$ cat config.mk
export PLATFORM = sky130hd
export DESIGN_NAME = fetch_unit
export DESIGN_NICKNAME = d
export VERILOG_FILES = /design/src/rtl/fetch_pkg.sv /design/src/rtl/fetch_fifo.sv /design/src/rtl/fetch_unit.sv
export SDC_FILE = /design/constraint.sdc
export NUM_CORES = 1
export LEC_CHECK = 0
export BUFFER_PORTS_ARGS = -buffer_cell sky130_fd_sc_hd__buf_2
export CAP_MARGIN = 0
export CORE_ASPECT_RATIO = 0.9
export CORE_UTILIZATION = 62
export DETAILED_ROUTE_END_ITERATION = 8
export PLACE_DENSITY = 0.86
export SLEW_MARGIN = 20
export SYNTH_ARGS = -nofsm -noshare
export SYNTH_HDL_FRONTEND = slang
export SYNTH_SLANG_ARGS = --single-unit
$ cat constraint.sdc
create_clock -name clk_i -period 8.64 [get_ports clk_i]
set_clock_uncertainty 0.2 [all_clocks]
set_input_delay 0.432 -clock clk_i [delete_from_list [all_inputs] [get_ports clk_i]]
set_output_delay 0.432 -clock clk_i [all_outputs]
set_load 0.05 [all_outputs]
$ cat src/rtl/fetch_pkg.sv
// -----------------------------------------------------------------------------
// fetch_pkg
// Shared constants and types for the instruction fetch unit.
//   XLEN_DEFAULT     : default address/instruction width
//   RESET_PC_DEFAULT : default first fetch address
//   PC_INCR          : byte distance between sequential instruction words
//   state_e          : fetch control state (RUN fetches, DRAIN discards)
// -----------------------------------------------------------------------------
package fetch_pkg;

    localparam int unsigned XLEN_DEFAULT     = 32;
    localparam logic [31:0] RESET_PC_DEFAULT = 32'h0000_0000;
    localparam int unsigned PC_INCR          = 4;

    typedef enum logic {
        RUN   = 1'b0,
        DRAIN = 1'b1
    } state_e;

endpackage

$ cat src/rtl/fetch_fifo.sv
// -----------------------------------------------------------------------------
// fetch_fifo
// Synchronous FIFO holding {pc, inst} pairs for the fetch unit.
// Ports:
//   clk_i, rst_i : clock, asynchronous active-high reset
//   flush_i      : empty the FIFO; overrides push and pop in the same cycle
//   push_i       : write data_i (ignored when full)
//   data_i       : entry to write
//   pop_i        : drop the head entry (ignored when empty)
//   data_o       : head entry (content undefined when empty_o is high)
//   empty_o      : no entries held
//   count_o      : number of entries held, 0..DEPTH
// -----------------------------------------------------------------------------
module fetch_fifo #(
    parameter int unsigned WIDTH = 64,
    parameter int unsigned DEPTH = 4
) (
    input  logic                       clk_i,
    input  logic                       rst_i,
    input  logic                       flush_i,
    input  logic                       push_i,
    input  logic [WIDTH-1:0]           data_i,
    input  logic                       pop_i,
    output logic [WIDTH-1:0]           data_o,
    output logic                       empty_o,
    output logic [$clog2(DEPTH):0]     count_o
);

    localparam int unsigned PTR_W = $clog2(DEPTH);
    localparam int unsigned CNT_W = PTR_W + 1;

    logic [WIDTH-1:0] mem_q [DEPTH];
    logic [PTR_W-1:0] wr_ptr_q, wr_ptr_d;
    logic [PTR_W-1:0] rd_ptr_q, rd_ptr_d;
    logic [CNT_W-1:0] count_q, count_d;
    logic             do_push, do_pop;

    // NOTE: every signal written here gets a default first, so no path leaves it unassigned and no latch is inferred.
    always_comb begin
        do_push  = push_i && !flush_i && (count_q != CNT_W'(DEPTH));
        do_pop   = pop_i && !flush_i && (count_q != '0);
        wr_ptr_d = wr_ptr_q;
        rd_ptr_d = rd_ptr_q;
        count_d  = count_q;
        if (flush_i) begin
            wr_ptr_d = '0;
            rd_ptr_d = '0;
            count_d  = '0;
        end else begin
            // DEPTH is a power of two, so pointers wrap naturally.
            if (do_push) wr_ptr_d = wr_ptr_q + PTR_W'(1);
            if (do_pop)  rd_ptr_d = rd_ptr_q + PTR_W'(1);
            count_d = count_q + CNT_W'(do_push) - CNT_W'(do_pop);
        end
    end

    // NOTE: state registers use non-blocking assignments so every flop samples pre-edge values.
    always_ff @(posedge clk_i or posedge rst_i) begin
        if (rst_i) begin
            wr_ptr_q <= '0;
            rd_ptr_q <= '0;
            count_q  <= '0;
        end else begin
            wr_ptr_q <= wr_ptr_d;
            rd_ptr_q <= rd_ptr_d;
            count_q  <= count_d;
        end
    end

    // NOTE: storage is not reset; empty_o guards every read, so stale contents are never observed.
    always_ff @(posedge clk_i) begin
        if (do_push) mem_q[wr_ptr_q] <= data_i;
    end

    assign data_o  = mem_q[rd_ptr_q];
    assign empty_o = (count_q == '0);
    assign count_o = count_q;

endmodule

$ cat src/rtl/fetch_unit.sv
// -----------------------------------------------------------------------------
// fetch_unit
// Instruction fetch: issues pipelined word requests to instruction memory,
// buffers in-order responses with their PCs and hands them to decode.
// Outstanding requests plus buffered entries never exceed DEPTH, so every
// response always has a FIFO slot. A redirect flushes the buffer and, if
// responses are still in flight, enters DRAIN to discard them.
// Ports:
//   clk_i, rst_i        : clock, asynchronous active-high reset
//   mem_req_o/_addr_o   : memory request and word-aligned address
//   mem_gnt_i           : request accepted
//   mem_rvalid_i/_rdata_i: in-order response
//   redirect_i/_pc_i    : branch/jump redirect strobe and target
//   inst_valid_o/_ready_i, inst_o, pc_o : decode handshake and head entry
//   perf_fetched_o      : delivered-instruction count
// Build option: FETCH_UNIT_PERF_EN enables the perf_fetched_o counter;
// without it the port reads 0.
// -----------------------------------------------------------------------------
module fetch_unit
    import fetch_pkg::*;
#(
    parameter int unsigned     XLEN     = XLEN_DEFAULT,
    parameter int unsigned     DEPTH    = 4,
    parameter logic [XLEN-1:0] RESET_PC = XLEN'(RESET_PC_DEFAULT)
) (
    input  logic            clk_i,
    input  logic            rst_i,
    output logic            mem_req_o,
    output logic [XLEN-1:0] mem_addr_o,
    input  logic            mem_gnt_i,
    input  logic            mem_rvalid_i,
    input  logic [XLEN-1:0] mem_rdata_i,
    input  logic            redirect_i,
    input  logic [XLEN-1:0] redirect_pc_i,
    output logic            inst_valid_o,
    input  logic            inst_ready_i,
    output logic [XLEN-1:0] inst_o,
    output logic [XLEN-1:0] pc_o,
    output logic [31:0]     perf_fetched_o
);

    localparam int unsigned CNT_W = $clog2(DEPTH) + 1;

    state_e            state_q, state_d;
    logic [XLEN-1:0]   fetch_pc_q, fetch_pc_d;
    logic [XLEN-1:0]   resp_pc_q, resp_pc_d;   // PC of the next response to arrive
    logic [CNT_W-1:0]  outstanding_q, outstanding_d;
    logic [CNT_W-1:0]  fifo_count;
    logic              fifo_empty;
    logic [2*XLEN-1:0] fifo_head;
    logic              gnt_acc, push, pop;
    logic [XLEN-1:0]   redirect_target;

    assign redirect_target = redirect_pc_i & ~XLEN'(3);

    always_comb begin
        state_d       = state_q;
        fetch_pc_d    = fetch_pc_q;
        resp_pc_d     = resp_pc_q;
        mem_req_o     = 1'b0;
        // rst_i gates the request so it is low throughout reset and rises
        // in the first cycle after release.
        if (!rst_i && !redirect_i && (state_q == RUN) &&
            ((fifo_count + outstanding_q) < CNT_W'(DEPTH))) begin
            mem_req_o = 1'b1;
        end
        gnt_acc       = mem_req_o && mem_gnt_i;
        // Responses during DRAIN or in a redirect cycle belong to the old path.
        push          = mem_rvalid_i && (state_q == RUN) && !redirect_i;
        outstanding_d = outstanding_q + CNT_W'(gnt_acc) - CNT_W'(mem_rvalid_i);

        if (gnt_acc) fetch_pc_d = fetch_pc_q + XLEN'(PC_INCR);
        if (push)    resp_pc_d  = resp_pc_q + XLEN'(PC_INCR);

        if (redirect_i) begin
            // No grants are taken while draining, so once the old responses
            // are gone the next response is for the redirect target.
            fetch_pc_d = redirect_target;
            resp_pc_d  = redirect_target;
            state_d    = (outstanding_d != '0) ? DRAIN : RUN;
        end else if ((state_q == DRAIN) && (outstanding_d == '0)) begin
            state_d = RUN;
        end
    end

    always_ff @(posedge clk_i or posedge rst_i) begin
        if (rst_i) begin
            state_q       <= RUN;
            fetch_pc_q    <= RESET_PC;
            resp_pc_q     <= RESET_PC;
            outstanding_q <= '0;
        end else begin
            state_q       <= state_d;
            fetch_pc_q    <= fetch_pc_d;
            resp_pc_q     <= resp_pc_d;
            outstanding_q <= outstanding_d;
        end
    end

    fetch_fifo #(
        .WIDTH (2*XLEN),
        .DEPTH (DEPTH)
    ) u_fifo (
        .clk_i   (clk_i),
        .rst_i   (rst_i),
        .flush_i (redirect_i),
        .push_i  (push),
        .data_i  ({resp_pc_q, mem_rdata_i}),
        .pop_i   (pop),
        .data_o  (fifo_head),
        .empty_o (fifo_empty),
        .count_o (fifo_count)
    );

    assign mem_addr_o   = fetch_pc_q;
    assign inst_valid_o = !fifo_empty;
    assign pop          = inst_valid_o && inst_ready_i;
    assign {pc_o, inst_o} = inst_valid_o ? fifo_head : '0;

`ifdef FETCH_UNIT_PERF_EN
    logic [31:0] perf_q, perf_d;

    always_comb begin
        perf_d = perf_q;
        if (pop) perf_d = perf_q + 32'd1;
    end

    always_ff @(posedge clk_i or posedge rst_i) begin
        if (rst_i) perf_q <= '0;
        else       perf_q <= perf_d;
    end

    assign perf_fetched_o = perf_q;
`else
    assign perf_fetched_o = '0;
`endif

endmodule

# --- Word-level counts from Yosys, hierarchy flattened ---
# Memories as Yosys holds them, arrays and structs flattened.
# Index checks and enable logic that the tools add are counted.
classes:
  n_addsub: 9
  magnitude_cmp: 1
  n_eq_ne: 1
  mux: 16
  bitwise_logic: 1
  n_reduce_logical: 24
op_table:
  columns: ["operator", "count"]
  rows:
  - ["32-bit 2-to-1 mux", 4]
  - ["32-bit by 3-bit adder with 32-bit output, second input constant", 2]
  - ["64-bit 2-to-1 mux", 1]
  - ["1-bit logical AND", 12]
  - ["2-bit nonzero test", 5]
  - ["2-bit 2-to-1 mux", 4]
  - ["3-bit by 1-bit adder with 3-bit output", 2]
  - ["3-bit zero test", 2]
  - ["1-bit 2-to-1 mux", 6]
  - ["3-bit nonzero test", 2]
  - ["3-bit by 1-bit subtractor with 3-bit output", 2]
  - ["2-bit by 1-bit adder with 2-bit output, second input constant", 2]
  - ["3-bit adder", 1]
  - ["1-bit zero test", 3]
  - ["3-bit < comparator, second input constant", 1]
  - ["3-bit 2-to-1 mux", 1]
  - ["3-bit inequality test, second input constant", 1]
  - ["1-bit NOT", 1]
word_totals:
  regBits: 75
  ramBits: 256
  output_inout_bits: 130
  word_cells: 60
  mem_count: 1
mem_list:
  columns: ["name", "depth", "word_bits", "rd", "rd_clocked_by_memory_dff", "wr", "line", "source"]
  rows:
  - ["u_fifo.mem_q", 4, 64, 1, 0, 1, "fetch_fifo.sv:32", "logic [WIDTH-1:0] mem_q [DEPTH];"]

# --- Depth between registers and ports, before layout ---
# Gate-level depths: netlist of run 1.
logic_depth:
  depth_word: 12
  depth_mapped: 13
  mapped_depth_nobuf: 12

# --- Modules after synthesis ---
# A second synthesis of run 1 with hierarchy kept.
hier_totals:
  hier_cells: 900
  area_unflattened_um2: 14226.1
by_module_without_submodules:
  columns: ["mod", "n_inst", "cells_per_inst", "area_each_um2", "seq_area_each_um2"]
  rows:
  - ["fetch_fifo", 1, 379, 9688.0, 7862.5]
  - ["fetch_unit", 1, 521, 4538.1, 1601.5]

# --- Least setup slack after synthesis of run 1 ---
# OpenSTA, ideal clock, no wires.
synth_timing:
  path_kind: "input to register"
  from: "input rst_i"
  to: "register state_q"
  setup_time_ns: 0.126
  arrival_ns: 3.874
  slack_ns: 4.440
  path_stages: 12
  cell_sequence: "inv_1 nand3_1 nor2_1 inv_1 buf_2 ha_1 inv_1 ha_1 inv_1 fa_1 inv_1 o32a_1"
synth_between:
  elab_chain_cells: 11
synth_lines:
  columns: ["item", "line", "source"]
  rows:
  - ["start: declaration", "fetch_unit.sv:27", "input logic rst_i,"]
  - ["1-bit zero test (no line) *", null, null]
  - ["1-bit logical AND * (3 in series)", "fetch_unit.sv:63", "if (!rst_i && !redirect_i && (state_q == RUN) &&"]
  - ["1-bit 2-to-1 mux *", "fetch_unit.sv:63", null]
  - ["1-bit logical AND *", "fetch_unit.sv:67", "gnt_acc = mem_req_o && mem_gnt_i;"]
  - ["3-bit by 1-bit adder with 3-bit output *", "fetch_unit.sv:70", "outstanding_d = outstanding_q + CNT_W'(gnt_acc) - CNT_W'(mem_rvalid_i);"]
  - ["3-bit by 1-bit subtractor with 3-bit output *", "fetch_unit.sv:70", null]
  - ["via outstanding_d[1]", "fetch_unit.sv:47", "logic [CNT_W-1:0] outstanding_q, outstanding_d;"]
  - ["3-bit nonzero test or 3-bit zero test (tied branches)", "fetch_unit.sv:80, fetch_unit.sv:81", null]
  - ["1-bit 2-to-1 mux or 1-bit logical AND (tied branches)", "fetch_unit.sv:80, fetch_unit.sv:81", null]
  - ["1-bit 2-to-1 mux or 2-bit nonzero test (tied branches)", null, null]
  - ["end signal: assignment", "fetch_unit.sv:93", "state_q <= state_d;"]
  - ["end: declaration", "fetch_unit.sv:44", "state_e state_q, state_d;"]
# The timed path passes the listed nets; every way through them passes the cells marked *.
# A chain may end at the register's enable or synchronous reset.

# --- Worst setup path after layout of run 1 ---
# Ends and elaborated chain as after synthesis.

==> metrics list, run 1 <==
* Final HPWL from detailed placement: 16900 µm
- Top cell by count, worst path: inv_1
- Number of synthesized flops with an enable pin: 248
- Count of state elements after synthesis: 319
- After the first detailed-routing iteration, the DRC count stood at 685.
- The detailed router placed 8282 vias in this run.
* Area growth syn-to-layout: 18.5%
- The worst setup path is launched from an input pin.
- Post-Synth XOR/XNOR Area: 2.49%
- After technology mapping, the gate count stands at 867.
- In this run the core area contains 51 standard-cell rows.
- After detailed routing, the average wire length per cell comes to 20.6 µm.
- Adding up every negative setup slack in the final design gives 0 ps.
- Combinational family with the most area after synthesis: multiplexers
- Fraction of the mapped netlist area in simple logic gates: 9.79%
- TritonCTS built the clock tree.
- The worst register-to-register path has a setup slack of 3890 ps.
- OpenSTA, run right after detailed placement, puts the worst setup slack at 3430 ps.
- Number of unique standard cell types used by synthesis: 53
- Final antenna diode count: 0
* Commonest cells after routing, fill and taps aside: edfxtp_1 (248), buf_2 (161), dfrtp_1 (69)
- Root cell of the clock tree: clkbuf_16
- Power spread over the standard cell area amounts to 290 mW/mm².
- Post-synthesis cell area: 0.0137 mm²
* Horizontal die dimension: 158 µm
- Sequential cells were found to cover 67.5% of the synthesized design area.
- Placed Cells: 1289
* Highest clock frequency the design can meet: 190 MHz
* Number of iterations in the first detailed-routing pass: 7
- The core region is 0.0216 mm².
- Largest incremental delay on the critical path: 870 ps
- The worst setup path is of the in2reg kind.
- In the post-route analysis, the smallest setup slack over all paths is 3370 ps.
- Antenna violations before repair: 0
- After synthesis, the share of cell area in mux cells is 10.4%.
* Number of DRC violations after detailed routing: 0
- The worst setup path is captured at a register.
* Unrepaired setup endpoints after global routing: no
- CTS sink cnt: 319
* Total of endpoints with negative setup slack in the final report: 0
* Worst Path Required: 8880 ps
- The smallest clock period supported by the final layout is computed as 5270 ps.
- Synthesis warning total: 0
- The die is 143 µm tall.
- Data on the critical path arrives at its endpoint at 5510 ps.
* Number of buffers between clock root and the deepest sink: 3
- Pin count of the biggest net entering global routing: 75
* Leak Pwr: 0.00597 µW
- CTS built an H-tree with a depth of 1.
- Number of buffers created by CTS: 31
* CP max FO: 74
- Across the run, the number of max-cap violations was 0.
* Maximum resistive drop on vdd: 246 µV
- In the final layout, the share of cells above drive strength 1 is 27.0%.
- Vias in the first global route: 8156
* Global-route wire length before repair: 44600 µm
* Mean Syn Cell Area: 15.8 µm²
- Headroom to the max-slew limit: 37.4%
- For this block, the routed nets add up to 29000 µm of wire.
- Main flop type after synthesis: edfxtp_1
- Synth Area in Compound Gates: 4.63%
- Net count, final: 1174
- Commonest non-fill, non-tap cell in the layout: edfxtp_1
* Outcome: complete, no violations
- Final-report max-slew violation count: 0
- Async S/R FF share, synth: 22.3%
* Class of the most critical hold timing path: in2reg
* Overall fraction of global-route tracks in use: 26.1%
- Dividing the detail-routed via count by the number of cells gives 5.89.
* Adder-cell share of the synthesized area: 1.30%
- After filler insertion, the fill cell instance count of the layout stands at 1297.
- For this configuration, the core starts out at a cell density of 63.1%.
- On the critical path, the stage with the largest delay is an instance of nor2_1.
* Post-CTS clock slew at the launch and capture registers of the worst setup and hold paths: 60 ps
- Die Footprint: 0.0226 mm²
* Aggregate global routing overflow: 0
- The number of gates resized after CTS was 0.
- Worst-Margin Slew: 939 ps
- The later pin in the worst-skew pair is clocked with a latency of 550 ps.
* Fin. Hold Viols: 0
- The worst path uses 61.0% of the clock period.
- Once layout is complete, the cells apart from fillers number 1405.
* Final weighted congestion in routability-driven placement: 0.904
- CP cell instances: dlygate4sd3_1 > buf_2 > inv_2 > buf_4 > nand3_1 > nor2_1 > inv_1 > ha_1 > inv_1 > ha_1 > inv_1 > fa_1 > inv_1 > o32a_1
* I/O pin count: 200
- The count of buffers added on input and output ports is 161.
- The detail route stage leaves a number of antenna-violating nets equal to 0.
-- power by group --
part	internal, µW	leakage [µW]	switching, µW
Sequential	1750	0.00311	108
Combinational	458	0.00239	1080
Clock	746	0.000481	556
Total	2950	0.00597	1750
-- synth_stat cells (2+ instances only) --
cell type | n | area (µm²)
o41ai_1 | 2 | 17.5
a211oi_1 | 4 | 30.0
mux2i_1 | 2 | 20.0
o21ai_0 | 47 | 235
clkbuf_1 | 22 | 82.6
nor4_4 | 3 | 63.8
nand3_1 | 29 | 145
nor2b_1 | 2 | 12.5
nand2_1 | 55 | 206
nand4_1 | 19 | 119
xor2_1 | 28 | 245
buf_4 | 37 | 278
edfxtp_1 | 248 | 7450
buf_1 | 3 | 11.3
mux4_2 | 62 | 1400
and3_1 | 9 | 56.3
dfrtp_1 | 71 | 1780
xnor2_1 | 9 | 78.8
or2_2 | 2 | 12.5
nor3_1 | 9 | 45.0
and3_2 | 2 | 15.0
buf_2 | 11 | 55.1
or3_1 | 6 | 37.5
and4_1 | 3 | 26.3
o31a_1 | 5 | 43.8
inv_1 | 22 | 82.6
nor2_1 | 18 | 67.6
o311ai_0 | 12 | 105
ha_1 | 11 | 138
nor3_2 | 2 | 20.0
nand3b_1 | 2 | 15.0
a31oi_1 | 2 | 12.5
o211ai_1 | 11 | 82.6
and2_1 | 69 | 432
fa_1 | 2 | 40.0
a21oi_1 | 9 | 45.0
-- per-stage QoR --
step | power [µW] | util [%] | instance area (µm²) | hold slack [ps]
6_report | 4690 | 74.8 | 16200 | 29.2
5_1_grt | 4890 | 74.8 | 16200 | 23.6
4_1_cts | 4720 | 74.8 | 16200 | 3.15
3_5_place_dp | 3410 | 67.5 | 14600 | 333
3_3_place_gp | 3380 | 67.5 | 14600 | 322
2_1_floorplan | 3080 | - | 13800 | 294
-- final cells by class --
cell class	count	area (µm²)	area share, %
Inverter	22	82.6	0.510
Tap cell	291	364	2.25
Timing Repair Buffer	231	1480	9.15
Sequential cell	319	9230	57.0
Multi-Input combinational cell	486	4050	25.0
Clock inverter	17	148	0.912
Clock buffer	39	837	5.17
-- logic make-up (layout without fill, tap and decap cells) --
logic type	count (synthesis)	in the layout
AOI/OAI and AO/OA	99	99
adders and majority gates	13	13
DFF	319	319
and+or+nand+nor	236	236
xor gates and xnor gates	38	38
other	1	36
muxes	64	64
buffers and inverters	97	309
-- worst paths after layout --
path	to	depth (start not counted)	start
worst max-delay path	state_q	14	rst_i
worst min-delay path	resp_pc_q[28]	3	redirect_pc_i[28]
worst max register to register	state_q	12	u_fifo.count_o[1]
worst min register to register	outstanding_q[0]	1	outstanding_q[0]
max in group asynchronous	u_fifo.rd_ptr_q[0]	4	rst_i
min in group asynchronous	resp_pc_q[31]	4	rst_i
-- critical path: cells and delay by family --
family / cells / cell delay, ps
and+or+nand+nor: 2 / 1420
adders and majority gates: 3 / 1070
AOI/OAI and AO/OA: 1 / 330
buffers and inverters: 8 / 2180
-- metal layers --
| metal | GRT usage [%] | wire length (µm) | up-vias |
|---|---|---|---|
| met5 | 0 | 0 | - |
| met1 | 37.7 | 11900 | 4147 |
| met3 | 4.89 | 2600 | 28 |
| li1 | - | - | 3704 |
| met2 | 42.4 | 14100 | 403 |
| met4 | 4.35 | 301 | 0 |
-- flip-flops by register name (all words and copies together) (netlist names) --
register,cells
mem_addr_o,30
u_fifo.wr_ptr_q,2
state_q,1
u_fifo.rd_ptr_q,2
u_fifo.count_o,3
outstanding_q,3
u_fifo.mem_q,248
resp_pc_q,30
-- timing repair --
item                                   4_1_cts  5_1_grt
hold buffers                                60        0
endpoints found under the hold margin      245        0
buffers inserted                             0        0
No activity file was read; power rests on OpenSTA's default activity.
==> inputs of run 2 (changes only) <==
--- a/config.mk
+++ b/config.mk
@@ -8,9 +8,9 @@
 export BUFFER_PORTS_ARGS = -buffer_cell sky130_fd_sc_hd__buf_2
 export CAP_MARGIN = 0
 export CORE_ASPECT_RATIO = 0.9
-export CORE_UTILIZATION = 62
+export CORE_UTILIZATION = 57
 export DETAILED_ROUTE_END_ITERATION = 8
-export PLACE_DENSITY = 0.86
+export PLACE_DENSITY = 0.8
 export SLEW_MARGIN = 20
 export SYNTH_ARGS = -nofsm -noshare
 export SYNTH_HDL_FRONTEND = slang
==> constraint.sdc (replaced) <==
create_clock -name clk_i -period 5.3 [get_ports clk_i]
set_clock_uncertainty 0.2 [all_clocks]
set_input_delay 0.265 -clock clk_i [delete_from_list [all_inputs] [get_ports clk_i]]
set_output_delay 0.265 -clock clk_i [all_outputs]
set_load 0.05 [all_outputs]
==> metrics list, run 2 (synthesized netlist as in run 1, its figures left out) <==
* Outcome: complete, no violations
- The average routed wire per standard cell was 20.5 µm (-0.42%).
- Counting flops per register, the top entry is u_fifo.mem_q.
* Via count: 8349 (+0.81%)
- The clock latency at the later pin of the worst-skew pair was 540 ps (about the same).
* Worst Hold Launch: mem_rvalid_i
* Die Y-Extent: 149 µm (+4.2%)
* Largest register FFs: 248 (unchanged)
- Clock tree from TritonCTS: done
- Highest clock frequency the design can meet: 283 MHz
- Hold WS: 85.3 ps (+56.1 ps)
- The top cell types in the final layout, fill and taps aside, are edfxtp_1 (248), buf_2 (161), dfrtp_1 (69).
- The clock-pin slew on the worst setup and hold paths is 60 ps (about the same).
* CP max FO: 48 (-35%)
- The antenna diode count was 0 (unchanged).
- Fin. Hold Viols: 0 (unchanged)
- PD cells: 473 mW/mm² (+63%)
- Number of max-cap violations: 0 (unchanged)
* RR Endpoint: state_q
- H-tree level count: 1 (unchanged)
* Number of nets with antenna violations after routing: 0 (unchanged)
* Std-Cell Core Area: 0.0234 mm² (+8.2%)
* Crit path DAT: 3070 ps (-2440 ps)
- Final HPWL from detailed placement: 17300 µm (+2.3%)
* Total setup buffers inserted after CTS: 0 (unchanged)
- Class of the most critical hold timing path: in2reg
* Worst reg-to-reg setup slack: 1950 ps (-1940 ps)
- The leakage component of the power was 0.00603 µW (+0.91%).
- By startpoint and endpoint, the worst setup path is classified as reg2out.
* Unrepaired setup endpoints after global routing: no
- The setup-violating endpoint count in the final report was 0 (unchanged).
- The count of input and output buffers came to 161 (unchanged).
- Leaving out fill and tap cells, the most frequent cell in the layout is edfxtp_1.
* Area growth syn-to-layout: 19.6%
- The slew at the pin closest to its max-slew limit is 1010 ps (+72.5 ps).
- Utilization after layout: 69.8% (-5.1 points)
* Startpoint Class: register
* Largest incremental delay on the critical path: 1080 ps (+210 ps)
- Root cell of the clock tree: clkbuf_16
- Number of cell instances on the worst register-to-register path: 13 (+1)
* Number of buffers between clock root and the deepest sink: 3 (unchanged)
- Vias in the first global route: 8228 (+0.88%)
- Final weighted congestion in routability-driven placement: 0.914 (+1.1%)
- Critical register-to-register path startpoint: u_fifo.count_o[1]
- The number of cells upsized or downsized after cts came to 0 (unchanged).
- The worst hold path depth was 4 (+1).
- Initial Utilization: 58.4% (-4.8 points)
* Overall fraction of global-route tracks in use: 24.1% (-2.0 points)
- Min-Delay Endpoint: outstanding_q[1]
- Count of buffer and inverter cells on the critical path: 2 (-6)
- The starting DRC count in detailed routing was 764 (+12%).
* Global-route wire length before repair: 44800 µm (+0.40%)
- Headroom to the max-slew limit: 32.6% (-4.8 points)
- The number of buffers created by CTS was 30 (-3.2%).
- Fraction of layout cells with a size suffix above 1: 27.2% (+0.23 points)
- The number of top-level pins was 200 (unchanged).
* Number of iterations in the first detailed-routing pass: 5 (-2)
* CP max-delay cell: dfrtp_4
- The worst path needs 3540 ps of the cycle, external delays included.
- CP cell instances: buf_4 > mux4_2 > and2_1 > buf_2
- Aggregate global routing overflow: 0 (unchanged)
- Maximum resistive drop on vdd: 425 µV (+73%)
- The largest net degree at the start of global routing came to 74 (-1.3%).
- Antenna violations before repair: 0 (unchanged)
- Worst Path Required: 4840 ps (-4040 ps)
- The total number of placement rows was 53 (+3.9%).
- Capturing element type of the critical path: output port
- The area of the die is 0.0246 mm² (+8.7%).
- Number of DRC violations after detailed routing: 0 (unchanged)
* Final worst path period share: 66.7%
- Via/cell ratio: 5.86 (-0.61%)
* Final-report max-slew violation count: 0 (unchanged)
* Routed wire length: 29300 µm (+1.0%)
- The number of nets at the end of the flow is 1182 (+0.68%).
- The number of clock sinks seen by CTS was 319 (unchanged).
- Setup TNS Final: 0 ps (unchanged)
- Horizontal die dimension: 165 µm (+4.2%)
* Kind of cell with the highest combined delay on the critical path: flip-flops
[run 2: worst max-delay path by stage]
stage	from	endpoint	slack (ps)	cells after the start
3_3_place_gp	u_fifo.count_o[1]	state_q	2050	13
6_report	u_fifo.rd_ptr_q[0]	inst_o[15]	1760	4
3_5_place_dp	u_fifo.count_o[1]	state_q	1990	13
2_1_floorplan	rst_i	state_q	1270	12
5_1_grt	u_fifo.rd_ptr_q[0]	inst_o[18]	1550	4
4_1_cts	u_fifo.rd_ptr_q[0]	inst_o[16]	1690	4
[run 2: cell type report]
type,count,area (µm²)
flip-flops and latches,319,9230
fillers,1508,7080
multi-input cells,486,4050
repair buffers,240,1590
clock buffers,32,778
well taps,302,378
clock inverters,24,228
inverters,22,82.6
[run 2: layer usage]
metal	share of wire [%]	vias up	track usage, %
li1	-	3720	-
met4	1.8	0	5.18
met1	42	4176	33.9
met3	8.1	41	4.00
met5	0	-	0
met2	48	412	39.8
[run 2: where the power goes]
| group | switching [µW] | internal (µW) | leakage [µW] |
|---|---|---|---|
| clock network | 907 | 1250 | 0.000489 |
| logic | 1730 | 763 | 0.00243 |
| registers | 234 | 2840 | 0.00311 |
[run 2: per-stage QoR]
step / worst slack, ps / cell area (µm²) / power, µW / cells
final: 1760 / 16300 / 7730 / 1425
after CTS: 1690 / 16300 / 7770 / 1425
after detailed placement: 1990 / 14700 / 5570 / 1304
after floorplan: 1270 / 13800 / 5010 / 902
after global placement: 2050 / 14700 / 5540 / 1304
after global routing: 1550 / 16300 / 8030 / 1425
[run 2: worst reg2reg max path: cells and delay by family, from the launching register on]
kind	cells	cell delay (ps)
adders and majority gates	4	1180
AOI/OAI and AO/OA	2	700
DFF	1	470
buffers and inverters	5	440
xor gates and xnor gates	1	130
and+or+nand+nor	1	130
[run 2: repair_timing]
| item | 4_1_cts | 5_1_grt |
|---|---|---|
| hold buffers | 65 | 0 |
| endpoints found under the hold margin | 261 | 0 |
| endpoints found under the setup margin | 0 | 0 |
